[config.mk]
export PLATFORM = sky130hd
export DESIGN_NAME = manual_drive_ctrl
export DESIGN_NICKNAME = d
export VERILOG_FILES = /design/src/rtl/manual_drive_ctrl_pkg.sv /design/src/rtl/manual_drive_ctrl_ms_tick_gen.sv /design/src/rtl/manual_drive_ctrl.sv
export SDC_FILE = /design/constraint.sdc
export NUM_CORES = 1
export LEC_CHECK = 0
export CAP_MARGIN = 40
export CELL_PAD_IN_SITES_DETAIL_PLACEMENT = 1
export CELL_PAD_IN_SITES_GLOBAL_PLACEMENT = 2
export CORE_UTILIZATION = 30
export DETAILED_ROUTE_END_ITERATION = 16
export PLACE_DENSITY_LB_ADDON = 0.1
export SLEW_MARGIN = 20
export SYNTH_ARGS = -nofsm -noshare
export SYNTH_HDL_FRONTEND = slang
export SYNTH_HIERARCHICAL = 1
export SYNTH_SLANG_ARGS = --single-unit
[constraint.sdc]
create_clock -name clk -period 3.3 [get_ports clk]
set_clock_uncertainty 0.2 [all_clocks]
set_input_delay 0.825 -clock clk [delete_from_list [all_inputs] [get_ports clk]]
set_output_delay 0.825 -clock clk [all_outputs]
set_load 0.005 [all_outputs]
[src/rtl/manual_drive_ctrl_pkg.sv]
// Purpose : shared drive-state encodings and default timing constants for the
//           drive controller and the display/LED blocks that decode its state.
// Contents: drive_state_t enum (ST_OFF..ST_MOVING), CLK_PER_MS default.
package manual_drive_ctrl_pkg;

    // 100 MHz board clock -> 100000 clocks per 1 ms tick.
    localparam int CLK_PER_MS = 100000;

    typedef enum logic [1:0] {
        ST_OFF          = 2'b00,
        ST_NOT_STARTING = 2'b01,
        ST_STARTING     = 2'b10,
        ST_MOVING       = 2'b11
    } drive_state_t;

    // Display/LED helpers: same decode as the controller's outputs.
    function automatic logic state_is_powered(input drive_state_t s);
        return s != ST_OFF;
    endfunction

    function automatic logic state_is_moving(input drive_state_t s);
        return s == ST_MOVING;
    endfunction

endpackage

[src/rtl/manual_drive_ctrl_ms_tick_gen.sv]
// Purpose : free-running ms prescaler; o_ms_tick pulses for one clk as the
//           count wraps from CLK_PER_MS-1 to 0.
// Ports   : clk, rst (sync, active-low), o_ms_tick (combinational decode of
//           the count register, high during the last clk of each ms).
module ms_tick_gen #(
    parameter int CLK_PER_MS = 100000
) (
    input  logic clk,
    input  logic rst,
    output logic o_ms_tick
);

    localparam int CW = (CLK_PER_MS > 1) ? $clog2(CLK_PER_MS) : 1;
    localparam logic [CW-1:0] CNT_LAST = CW'(CLK_PER_MS - 1);

    logic [CW-1:0] r_cnt;
    logic          w_wrap;

    assign w_wrap    = (r_cnt == CNT_LAST);
    assign o_ms_tick = w_wrap;

    always_ff @(posedge clk) begin
        if (!rst) begin
            r_cnt <= '0;
        end else if (w_wrap) begin
            r_cnt <= '0;
        end else begin
            r_cnt <= r_cnt + 1'b1;
        end
    end

endmodule

[src/rtl/manual_drive_ctrl.sv]
// Purpose : drive-train sequencer: hold-to-start ignition, throttle/clutch/
//           brake/reverse rules, mileage accumulation while MOVING.
// Ports   : clk, rst (sync active-low), power_on/power_off/throttle/clutch/
//           brake/reverse switch inputs; state, reverse_gear, mileage
//           registered outputs; powered/moving decoded from state.
module manual_drive_ctrl #(
    parameter int CLK_PER_MS = manual_drive_ctrl_pkg::CLK_PER_MS,
    parameter int HOLD_MS    = 1000,
    parameter int MILE_MS    = 1000,
    parameter int MILE_W     = 24
) (
    input  logic              clk,
    input  logic              rst,
    input  logic              power_on,
    input  logic              power_off,
    input  logic              throttle,
    input  logic              clutch,
    input  logic              brake,
    input  logic              reverse,
    output logic [1:0]        state,
    output logic              powered,
    output logic              moving,
    output logic              reverse_gear,
    output logic [MILE_W-1:0] mileage
);

    import manual_drive_ctrl_pkg::*;

    localparam int HOLD_W = $clog2(HOLD_MS + 1);
    localparam int MCNT_W = $clog2(MILE_MS + 1);
    localparam logic [HOLD_W-1:0] HOLD_LAST = HOLD_W'(HOLD_MS - 1);
    localparam logic [MCNT_W-1:0] MILE_LAST = MCNT_W'(MILE_MS - 1);

    drive_state_t      r_state;
    drive_state_t      w_next;
    logic [HOLD_W-1:0] r_hold_cnt;
    logic [MCNT_W-1:0] r_mile_cnt;
    logic [MILE_W-1:0] r_mileage;
    logic              r_reverse_gear;
    logic              w_ms_tick;
    logic              w_hold_done;
    logic              w_enter_off;

    ms_tick_gen #(
        .CLK_PER_MS (CLK_PER_MS)
    ) u_ms_tick_gen (
        .clk       (clk),
        .rst       (rst),
        .o_ms_tick (w_ms_tick)
    );

    // The tick that would bring hold_cnt to HOLD_MS completes the hold.
    assign w_hold_done = power_on && w_ms_tick && (r_hold_cnt == HOLD_LAST);

    always_comb begin
        w_next = r_state;
        if (r_state != ST_OFF && power_off) begin
            w_next = ST_OFF;
        end else begin
            unique case (r_state)
                ST_OFF: begin
                    if (w_hold_done) w_next = ST_NOT_STARTING;
                end
                ST_NOT_STARTING: begin
                    if (throttle && clutch) w_next = ST_STARTING;
                    else if (throttle)      w_next = ST_OFF;   // stall
                end
                ST_STARTING: begin
                    if (brake)                  w_next = ST_NOT_STARTING;
                    else if (throttle && !clutch) w_next = ST_MOVING;
                end
                ST_MOVING: begin
                    if (brake)
                        w_next = ST_NOT_STARTING;
                    else if ((reverse != r_reverse_gear) && !clutch)
                        w_next = ST_OFF;                        // gear grind
                    else if (clutch || !throttle)
                        w_next = ST_STARTING;
                end
                default: w_next = ST_OFF;
            endcase
        end
    end

    assign w_enter_off = (r_state != ST_OFF) && (w_next == ST_OFF);

    always_ff @(posedge clk) begin
        if (!rst) begin
            r_state        <= ST_OFF;
            r_hold_cnt     <= '0;
            r_mile_cnt     <= '0;
            r_mileage      <= '0;
            r_reverse_gear <= 1'b0;
        end else begin
            r_state <= w_next;

            // Hold counter only lives in OFF and needs an unbroken press.
            if (r_state != ST_OFF || !power_on) begin
                r_hold_cnt <= '0;
            end else if (w_ms_tick) begin
                r_hold_cnt <= (r_hold_cnt == HOLD_LAST) ? '0 : r_hold_cnt + 1'b1;
            end

            // While MOVING the gear only engages with the clutch down, so a
            // clutchless gear fault leaves the old gear latched.
            if (r_state != ST_MOVING || clutch) begin
                r_reverse_gear <= reverse;
            end

            // Partial ms of distance is kept across MOVING exits; a trip
            // ends only when the car is switched off.
            if (w_enter_off) begin
                r_mile_cnt <= '0;
                r_mileage  <= '0;
            end else if (r_state == ST_MOVING && w_ms_tick) begin
                if (r_mile_cnt == MILE_LAST) begin
                    r_mile_cnt <= '0;
                    if (r_mileage != {MILE_W{1'b1}}) begin
                        r_mileage <= r_mileage + 1'b1;
                    end
                end else begin
                    r_mile_cnt <= r_mile_cnt + 1'b1;
                end
            end
        end
    end

    assign state        = r_state;
    assign powered      = state_is_powered(r_state);
    assign moving       = state_is_moving(r_state);
    assign reverse_gear = r_reverse_gear;
    assign mileage      = r_mileage;

endmodule

==> flow_metrics.tcl <==
set metrics [dict create \
    status "finished, final reports clean" \
    nFillCells 1219 \
    reg2regPathDepth 10 \
    hold_path.class "reg -> reg" \
    cp_cell_sequence "ha_4, nand4_4, or2_4, nor3_1, buf_4, nand3_4, or4_4, or3_4, or3_1, a21oi_1" \
    reg2reg_from "u_ms_tick_gen/r_cnt[0]$_SDFF_PP0_" \
    fin_hold_ws_ns 0.267 \
    critPathTopFamily "simple AND/OR/NAND/NOR gates" \
    ys_seq_elements 64 \
    cp_num_buf_inv 1 \
    cp-startpoint "u_ms_tick_gen/r_cnt[0]$_SDFF_PP0_" \
    multi_input_area_sq_mm 0.00180 \
    hold_depth 1 \
    path_class "reg -> reg" \
    cts_inserted_buffers 9 \
    yosysSeqAreaShare_pct 40.7 \
    tightest_slew_ns 0.718 \
    ir_drop_mv 0.182 \
    vias 2836 \
    initial_core_util_pct 30.7 \
    areaGrowthSynthToFinish_pct 25.0 \
    diodes 0 \
    grt_pass1_vias 2797 \
    core_area_sq_mm 0.0102 \
    drc_errors 0 \
    drt-total-wl_mm 7.98 \
    rsz0062_at_grt "no" \
    critical_path_arrival_ns 3.14 \
    max-clock-path-buffers 2 \
    yosysWarnings 6 \
    clock_latency_ns 0.35 \
    ios 37 \
    nNetsFinal 430 \
    register_area_sq_mm 0.00128 \
    overflow 0 \
    grt_max_degree 35 \
    synth_top_area_share_pct 40.7 \
    layout_min_cycle_time_ns 3.06 \
    detail_route.iter0.violations 63 \
    cts-root-buf "clkbuf_8" \
    synth_largest_area_cell "dfxtp_1" \
    hold_end "u_ms_tick_gen/r_cnt[0]$_SDFF_PP0_" \
    drv_cap 0 \
    dp.cells 542 \
    power_density_mw_per_mm2 393 \
    cp.depth 10 \
    antenna_found_initial 0 \
    antenna_left 0 \
    ff2ff_setup_slack_ns 0.24 \
    drive_above_1_share_pct 9.48 \
    cp-end-kind "flop" \
    cpPeakStageDelay_ns 0.51 \
    slew_headroom_pct 52.1 \
    synthFlopType "dfxtp_1" \
    slew_viol_final 0 \
    max_freq_mhz 327 \
    grtUsageTotal_pct 15.6 \
    cts_tree "yes" \
    drt-pass1-iter-count 4 \
    via_per_inst 5.08 \
    start_kind "flop" \
    die_area_sq_mm 0.0109 \
    clkSinkCount 64 \
    fp.dieH_um 104 \
    fin_tns_setup_ns 0 \
    detailed_place_hpwl_mm 5.80 \
    htreeDepth 3 \
    crit_fanout 6 \
    cp_data_required_time_ns 3.38 \
    async_flop_share_pct 0 \
    fin_cells 558 \
    synth_nets 382 \
    synth.area.top_cells "dfxtp_1, nor2_1, xnor2_1, xor2_1, a21oi_1" \
    setup_viol 0 \
    netlist_instances 370 \
    crit-reg2reg-capture "mileage[14]$_SDFFE_PP0P_" \
    path_clk_slew_ns 0.07 \
    synth_area_sq_mm 0.00315 \
    port_buffers 36 \
    power.leakage_nw 1.23 \
    place.gp.congestion 0.729 \
    cpMaxStageDelayCell "or4_4" \
    synth_edf_count 0 \
    synth_cell_types 51 \
    rows 37 \
    dieWidth_um 104 \
    syn_area_per_cell_sq_um 8.50 \
    worstHoldStart "u_ms_tick_gen/r_cnt[0]$_SDFF_PP0_" \
    avgRoutedWirePerCell_um 14.3 \
    hold_violations 0 \
    p_total_mw 1.55 \
    fin_crit_sh_pct 92.6 \
    grt_pass1_wl_mm 13.5 \
]
cells by family (layout without fill, tap and decap cells):
group / after synthesis / in the layout / share of synthesized area, %
fa+ha+maj: 4 / 4 / 1.59
flops: 64 / 64 / 40.7
mux: 3 / 3 / 0.955
compound gates: 53 / 53 / 11.2
buf+inv: 17 / 69 / 2.66
xor+xnor: 39 / 39 / 10.9
simple gates: 190 / 190 / 32.0
routing by layer:
metal,global-route usage (%),share of wire (%),up-vias
li1,-,-,1431
met1,20.2,50,1355
met2,24.4,46,36
met3,2.51,2.2,14
met4,9.29,2.4,0
met5,0,0,-
where the power goes:
group	internal (mW)	leakage, nW	switching, mW
clock	0.419	0.103	0.304
combinational	0.0194	0.613	0.0234
sequential	0.776	0.517	0.00434
how the worst max path moves through the flow:
stage / endpoint / slack [ns]
finish: mileage[14]$_SDFFE_PP0P_ / 0.24
global route: mileage[14]$_SDFFE_PP0P_ / 0.05
CTS: mileage[22]$_SDFFE_PP0P_ / 0.04
detailed placement: mileage[19]$_SDFFE_PP0P_ / 0.05
global placement: mileage[22]$_SDFFE_PP0P_ / 0.1
floorplan: mileage[14]$_SDFFE_PP0P_ / 0.17
sequential cells by signal, summed over array words and instances (netlist names):
name and flops:
mileage 24, u_ms_tick_gen/r_cnt 17, r_hold_cnt 10, reverse_gear 1
r_mile_cnt 10, state 2
cell usage in the layout, fill, tap and decap left out, types with 2 or more instances in the layout:
cell / count
clkdlybuf4s50_1: 36
inv_1: 9
nor2_1: 52
o21ai_0: 12
nand4_1: 15
a31o_2: 2
nand3_1: 21
o31ai_1: 4
ha_1: 3
clkbuf_8: 9
dfxtp_1: 62
dfxtp_2: 2
or2_2: 2
and3_1: 8
a21oi_1: 23
nor4_1: 8
o31ai_4: 2
clkbuf_1: 2
or4_1: 5
clkinv_2: 2
and2_1: 3
nand3b_1: 2
xor2_1: 18
or3_1: 15
bufinv_16: 2
nand2_1: 29
xnor2_1: 21
nor3_1: 18
buf_4: 8
mux2i_1: 3
worst register-to-register path, cell delays in order (launching register included):
cell     delay (ns)
dfxtp_2        0.37
ha_4           0.17
nand4_4        0.13
or2_4          0.29
nor3_1         0.18
buf_4          0.15
nand3_4        0.06
or4_4          0.51
or3_4          0.43
or3_1          0.35
a21oi_1        0.14
final cells by class:
cell class                 instances  share of cell area, %
multi-input combinational        289                   45.8
clock buffer                      11                   3.34
inverter                           9                  0.859
tap                              136                   4.33
clock inverter                     4                   1.78
sequential                        64                   32.7
timing repair buffer              45                   11.2
what timing repair did:
item                                    4_1_cts  5_1_grt
hold endpoints to repair                      0        0
buffers inserted                              0        1
gates resized for setup                       0        4
endpoints found under the setup margin        0       14
hold buffers                                  0        0
through the flow:
step / setup WS [ns] / cell area [sq um] / util (%)
floorplan: 0.171 / 3150 / -
global placement: 0.0952 / 3710 / 36.2
detailed placement: 0.0526 / 3710 / 36.2
CTS: 0.0394 / 3910 / 38.2
global route: 0.0536 / 3930 / 38.4
finish: 0.243 / 3930 / 38.4
cells in the mapped netlist (4+ instances only):
cell type,count
nor2_1,52
ha_1,4
xor2_1,18
nand3_1,21
xnor2_1,21
nor4_1,8
nor3_1,18
nand2_1,29
o21ai_0,12
o31ai_1,4
nand4_1,15
or3_1,15
dfxtp_1,64
inv_1,9
or4_1,5
a21oi_1,23
and3_1,8
(Power assumes the default switching activity.)
